File: config.mk
export PLATFORM = sky130hd
export DESIGN_NAME = adc_serial_responder
export DESIGN_NICKNAME = d
export VERILOG_FILES = /design/src/rtl/adc_serial_responder_pkg.sv /design/src/rtl/adc_serial_responder_edge_sync.sv /design/src/rtl/adc_serial_responder.sv
export SDC_FILE = /design/constraint.sdc
export NUM_CORES = 1
export LEC_CHECK = 0
export CAP_MARGIN = 20
export CORE_MARGIN = 5
export CORE_UTILIZATION = 54
export CTS_CLUSTER_DIAMETER = 80
export DETAILED_ROUTE_END_ITERATION = 7
export PLACE_DENSITY = 0.83
export SLEW_MARGIN = 20
export SYNTH_ARGS = -nofsm -noshare
export SYNTH_HDL_FRONTEND = slang
export SYNTH_SLANG_ARGS = --single-unit
export TNS_END_PERCENT = 5
File: constraint.sdc
create_clock -name clk_clk -period 3.75 [get_ports clk_clk]
set_input_delay 0.75 -clock clk_clk [delete_from_list [all_inputs] [get_ports clk_clk]]
set_output_delay 0.75 -clock clk_clk [all_outputs]
set_load 0.02 [all_outputs]
File: src/rtl/adc_serial_responder_pkg.sv
// Shared definitions for the serial ADC responder: link widths, FSM state
// encodings and the control-word field positions used by both ends of the link.
package adc_serial_responder_pkg;

    localparam int DATA_W   = 10;
    localparam int CTRL_W   = 10;
    localparam int CH_N     = 4;
    localparam int CONV_CYC = 100;

    localparam int CONV_EN_BIT = 2;
    localparam int CH_LSB      = 0;
    localparam int CH_MSB      = 1;
    localparam int CH_W        = CH_MSB - CH_LSB + 1;

    localparam int WCNT_W     = $clog2(CTRL_W + 1);
    localparam int CONV_CNT_W = $clog2(CONV_CYC);

    // Bit positions of the synchronised pins inside the top-level pin vector
    localparam int PIN_N    = 4;
    localparam int PIN_SCLK = 0;
    localparam int PIN_TFS  = 1;
    localparam int PIN_RFS  = 2;
    localparam int PIN_DIN  = 3;

    typedef enum logic       {W_IDLE, W_SHIFT}          w_state_e;
    typedef enum logic [1:0] {C_IDLE, C_BUSY, C_DONE}   c_state_e;
    typedef enum logic       {R_IDLE, R_SHIFT}          r_state_e;

endpackage

File: src/rtl/adc_serial_responder_edge_sync.sv
// Two-flop synchroniser for one link pin plus a third flop for edge detection.
// All flops reset low so a sync line already low at reset release never looks like a fresh fall.
module adc_serial_responder_edge_sync (
    input  logic clk_clk,
    input  logic reset_n,
    input  logic pin_i,
    output logic level_o,
    output logic rise_o,
    output logic fall_o
);

    logic [2:0] sync_q;

    always_ff @(posedge clk_clk or negedge reset_n) begin
        if (!reset_n) begin
            sync_q <= 3'b000;
        end else begin
            sync_q <= {sync_q[1:0], pin_i};
        end
    end

    assign level_o = sync_q[1];
    assign rise_o  = sync_q[1] & ~sync_q[2];
    assign fall_o  = ~sync_q[1] & sync_q[2];

endmodule

File: src/rtl/adc_serial_responder.sv
// Far-end model of the four-channel serial ADC: accepts control words on DIN/TFS,
// runs a fixed-latency conversion and returns the result on DOUT/RFS.
module adc_serial_responder
    import adc_serial_responder_pkg::*;
(
    input  logic                     clk_clk,
    input  logic                     reset_n,
    input  logic                     sclk,
    input  logic                     tfs,
    input  logic                     rfs,
    input  logic                     din,
    output logic                     dout,
    input  logic [CH_N*DATA_W-1:0]   ch_sample,
    output logic                     busy,
    output logic [CTRL_W-1:0]        ctrl_word,
    output logic [DATA_W-1:0]        result,
    output logic                     frame_err
);

    localparam logic [WCNT_W-1:0]     WCNT_FULL = WCNT_W'(CTRL_W);
    localparam logic [CONV_CNT_W-1:0] CONV_LOAD = CONV_CNT_W'(CONV_CYC - 1);

    logic [PIN_N-1:0] pin_raw, pin_lvl, pin_rise, pin_fall;

    assign pin_raw = {din, rfs, tfs, sclk};

    for (genvar gi = 0; gi < PIN_N; gi++) begin : g_sync
        adc_serial_responder_edge_sync u_sync (
            .clk_clk (clk_clk),
            .reset_n (reset_n),
            .pin_i   (pin_raw[gi]),
            .level_o (pin_lvl[gi]),
            .rise_o  (pin_rise[gi]),
            .fall_o  (pin_fall[gi])
        );
    end

    logic unused_sync;
    assign unused_sync = ^{pin_lvl[PIN_SCLK], pin_lvl[PIN_RFS], pin_rise[PIN_DIN], pin_fall[PIN_DIN]};

    logic [DATA_W-1:0] samples [CH_N];

    for (genvar gi = 0; gi < CH_N; gi++) begin : g_samples
        assign samples[gi] = ch_sample[gi*DATA_W +: DATA_W];
    end

    // ---------------- write path ----------------
    w_state_e          w_state_q;
    logic [CTRL_W-1:0] wr_shift_q;
    logic [WCNT_W-1:0] wr_cnt_q;
    logic [CTRL_W-1:0] ctrl_word_q;
    logic              frame_err_q;
    logic              ctrl_latch;

    assign ctrl_latch = (w_state_q == W_SHIFT) && pin_rise[PIN_TFS] && (wr_cnt_q == WCNT_FULL);

    always_ff @(posedge clk_clk or negedge reset_n) begin
        if (!reset_n) begin
            w_state_q   <= W_IDLE;
            wr_shift_q  <= '0;
            wr_cnt_q    <= '0;
            ctrl_word_q <= '0;
            frame_err_q <= 1'b0;
        end else begin
            frame_err_q <= 1'b0;
            case (w_state_q)
                W_IDLE: begin
                    if (pin_fall[PIN_TFS]) begin
                        w_state_q <= W_SHIFT;
                        wr_cnt_q  <= '0;
                    end
                end
                W_SHIFT: begin
                    if (pin_rise[PIN_TFS]) begin
                        w_state_q <= W_IDLE;
                        if (wr_cnt_q == WCNT_FULL) begin
                            ctrl_word_q <= wr_shift_q;
                        end else begin
                            frame_err_q <= 1'b1;
                        end
                    end else if (pin_fall[PIN_SCLK] && !pin_lvl[PIN_TFS] && (wr_cnt_q < WCNT_FULL)) begin
                        // Counter stops at a full word, so trailing bits never disturb it
                        wr_shift_q <= {wr_shift_q[CTRL_W-2:0], pin_lvl[PIN_DIN]};
                        wr_cnt_q   <= wr_cnt_q + 1'b1;
                    end
                end
            endcase
        end
    end

    // ---------------- conversion ----------------
    c_state_e              c_state_q;
    logic [CONV_CNT_W-1:0] conv_cnt_q;
    logic [CH_W-1:0]       conv_ch_q;
    logic                  busy_q;
    logic [DATA_W-1:0]     result_q;

    always_ff @(posedge clk_clk or negedge reset_n) begin
        if (!reset_n) begin
            c_state_q  <= C_IDLE;
            conv_cnt_q <= '0;
            conv_ch_q  <= '0;
            busy_q     <= 1'b0;
            result_q   <= '0;
        end else if (ctrl_latch && wr_shift_q[CONV_EN_BIT]) begin
            // A new request always wins, abandoning any conversion in flight
            c_state_q  <= C_BUSY;
            conv_cnt_q <= CONV_LOAD;
            conv_ch_q  <= wr_shift_q[CH_MSB:CH_LSB];
            busy_q     <= 1'b1;
        end else begin
            case (c_state_q)
                C_BUSY: begin
                    if (conv_cnt_q == '0) begin
                        result_q  <= samples[conv_ch_q];
                        busy_q    <= 1'b0;
                        c_state_q <= C_DONE;
                    end else begin
                        conv_cnt_q <= conv_cnt_q - 1'b1;
                    end
                end
                C_DONE: begin
                    if (pin_fall[PIN_RFS]) begin
                        c_state_q <= C_IDLE;
                    end
                end
                default: ;
            endcase
        end
    end

    // ---------------- read path ----------------
    r_state_e          r_state_q;
    logic [DATA_W-1:0] rd_shift_q;
    logic              dout_q;

    always_ff @(posedge clk_clk or negedge reset_n) begin
        if (!reset_n) begin
            r_state_q  <= R_IDLE;
            rd_shift_q <= '0;
            dout_q     <= 1'b0;
        end else begin
            // Extra output stage keeps DOUT launch timing identical for every bit
            dout_q <= rd_shift_q[DATA_W-1];
            case (r_state_q)
                R_IDLE: begin
                    if (pin_fall[PIN_RFS]) begin
                        rd_shift_q <= result_q;
                        r_state_q  <= R_SHIFT;
                    end
                end
                R_SHIFT: begin
                    if (pin_rise[PIN_RFS]) begin
                        rd_shift_q <= '0;
                        r_state_q  <= R_IDLE;
                    end else if (pin_rise[PIN_SCLK]) begin
                        rd_shift_q <= {rd_shift_q[DATA_W-2:0], 1'b0};
                    end
                end
            endcase
        end
    end

    assign dout      = dout_q;
    assign busy      = busy_q;
    assign ctrl_word = ctrl_word_q;
    assign result    = result_q;
    assign frame_err = frame_err_q;

endmodule
==> impl_metrics.json <==
{
  "cts_tree": "built",
  "min_period_ps": 2380,
  "maxSlewViolCount": 0,
  "antenna_found_initial": 0,
  "viasPerCell": 5.58,
  "fin_skew_ps": 9.23,
  "ir_drop_v": 0.000284,
  "pwr-share-clk_pct": 38.4,
  "grt_pass1_vias": 2206,
  "cp_slowest_cell": "nor3_4",
  "netSwitchingFraction_pct": 23.6,
  "drcViolationCount": 0,
  "h-tree-depth": 3,
  "postRouteAntennaNets": 0,
  "fin_util_pct": 72.9,
  "hold_violations": 0,
  "p_comb_share_pct": 8.2,
  "fin_crit_sh_pct": 63.5,
  "grt_usage_pct": 18.9,
  "crit_type": "reg -> reg",
  "syn-num-nets": 276,
  "p_seq_share_pct": 53.4,
  "drt_pass1_iterations": 4,
  "num-nets-final": 350,
  "grt_pass1_wl_um": 10800,
  "path_max_fanout": 11,
  "critPathRequiredTime_ps": 3970,
  "cts.path.max_buffers": 2,
  "ys_types": 42,
  "start_util_pct": 56.3,
  "synth_area_per_cell_sq_um": 14.0,
  "hold_buffers": 0,
  "tns_ps": 0,
  "drtIter0Drc": 137,
  "grt_max_degree": 50,
  "synth_area_leaders": "dfrtp_1, mux2_2, mux4_2",
  "end_kind": "flip-flop",
  "vias": 2102,
  "synth_seq_cells": 71,
  "power_density_mw_per_mm2": 380,
  "portBuffers": 68,
  "die-area_sq_mm": 0.00748,
  "clockRootBuffer": "clkbuf_8",
  "cpPeakStageDelay_ps": 690,
  "fill_cells": 407,
  "ff_latch_area_sq_mm": 0.00178,
  "hpwl_um": 4810,
  "fmax_mhz": 420,
  "cts_buffers": 9,
  "drv_cap": 0,
  "wirelength_um": 6560,
  "cts_sinks": 71,
  "yosys_warnings": 0,
  "placementRows": 27,
  "critical_path_arrival_ps": 2610,
  "routedWlPerCell_um": 17.4,
  "die_w_um": 86.5,
  "die_h_um": 86.5,
  "ioPinCount": 69,
  "synth_ff_type": "dfrtp_1",
  "finalWeightedCongestion": 0.788,
  "power_leakage_nw": 1.88,
  "yosysTopAreaCell": "dfrtp_1",
  "synth-edff-count": 0,
  "multi_input_area_sq_mm": 0.00131,
  "area_growth_pct": 29.4,
  "grt_overflow": 0,
  "synth_area_sq_mm": 0.00316,
  "setup-violations-final": 0,
  "rsz0062_at_grt": "no",
  "cp_cell_sequence": "inv_1 > ha_1 > and3b_1 > and3_1 > nor3_4 > mux2_2",
  "hold_class": "reg -> reg",
  "synth_top_area_share_pct": 56.2,
  "clkSlewWorstSetupHoldPaths_ps": 80,
  "diodes": 0,
  "ctsResizeCount": 0,
  "post-cts-setup-buffer-count": 0,
  "drive_above_1_share_pct": 23.6,
  "p_int_mw": 1.19,
  "power.net_switching_mw": 0.366,
  "synthCells": 226,
  "core_sq_mm": 0.00561,
  "clock_latency_ps": 340,
  "max_slew_margin_pct": 49.2,
  "async_reset_ff_share_pct": 100,
  "status": "completed",
  "start_kind": "flip-flop",
  "yosysSeqAreaShare_pct": 56.2,
  "worst_slew_pin_slew_ps": 760
}
-- through the flow --
step                worst slack [ps]  cell area (sq um)  cells  total power [mW]  hold slack [ps]
CTS                             1360               4090    377              1.57              353
global placement                1460               3890    361             0.966              332
floorplan                       1850               3160    226             0.889              331
finish                          1370               4090    377              1.55              351
global route                    1200               4090    377              1.62              363
detailed placement              1410               3890    361             0.972              336
-- cells by family (layout without fill, tap and decap cells) --
| group | after synthesis | in the layout | synth area share [%] |
|---|---|---|---|
| buf+inv | 14 | 93 | 2.22 |
| xor+xnor | 4 | 4 | 1.11 |
| compound gates | 28 | 28 | 6.18 |
| simple gates | 55 | 55 | 10.3 |
| mux | 49 | 49 | 22.1 |
| flops | 71 | 71 | 56.2 |
| fa+ha+maj | 5 | 5 | 1.90 |
-- synth_stat cells (3+ instances only) --
library cell and number:
mux2_4 9, a21oi_1 3, ha_1 4, nand2b_1 5, dfrtp_1 71, o21ai_0 8, inv_1 7, a22o_1 9
mux2_2 29, nand2_1 15, nor2_1 10, nand3b_1 3, nand3_1 6, xnor2_1 3, mux4_2 10
-- worst max-delay path, delay by kind of cell, from the launching register on --
family                     cells  cell delay (ps)
muxes                          1              400
adders and majority gates      1              200
and+or+nand+nor                3             1180
DFF                            1              410
buffers and inverters          1               60
-- registers in the layout (all words and copies together), names as in the netlist --
register              cells
frame_err                 1
wr_shift_q               10
result                   10
conv_cnt_q                7
c_state_q                 2
rd_shift_q               10
r_state_q                 1
wr_cnt_q                  4
w_state_q                 1
conv_ch_q                 2
busy                      1
g_sync.u_sync.sync_q     11
dout                      1
ctrl_word                10
-- power groups by stage --
stage	Combinational [mW]	Clock, mW	Sequential (mW)
floorplan	0.0560	0	0.833
global placement	0.125	0	0.841
detailed placement	0.129	0	0.843
CTS	0.130	0.608	0.828
global route	0.140	0.648	0.832
finish	0.127	0.597	0.828
-- metal layers --
metal,GRT usage (%),vias to the layer above,wire length (um)
met5,0,-,0
met1,22.5,1067,2590
li1,-,971,-
met2,33.0,56,3510
met3,6.75,8,386
met4,4.25,0,70
-- path summary, 6_finish.rpt --
path	start	endpoint	slack [ps]	depth (start not counted)
worst max-delay path	wr_cnt_q[0]	result[9]	1370	6
worst min-delay path	g_sync[0].u_sync.sync_q[0]	g_sync[0].u_sync.sync_q[1]	350	0
worst max register to register	wr_cnt_q[0]	result[9]	1370	6
worst min register to register	g_sync[0].u_sync.sync_q[0]	g_sync[0].u_sync.sync_q[1]	350	0
max in group asynchronous	reset_n	rd_shift_q[0]	2430	2
min in group asynchronous	reset_n	g_sync[2].u_sync.sync_q[0]	360	1
-- cells in the final DEF (no fill, tap or decap), types with 5 or more instances in the layout --
master,count
mux2_4,9
nand3_1,6
inv_1,7
clkbuf_8,9
a22o_1,9
nor2_1,10
nand2b_1,5
mux2_2,29
nand2_1,15
mux4_2,10
dfrtp_1,71
clkdlybuf4s50_1,67
o21ai_0,8
-- area by class of cell --
cell class / count / share of cell area, %
flip-flops and latches: 71 / 43.5
multi-input cells: 141 / 32.1
repair buffers: 69 / 16.7
clock buffers: 10 / 3.12
well taps: 72 / 2.20
clock inverters: 6 / 1.65
inverters: 8 / 0.735
(Power assumes the default switching activity.)
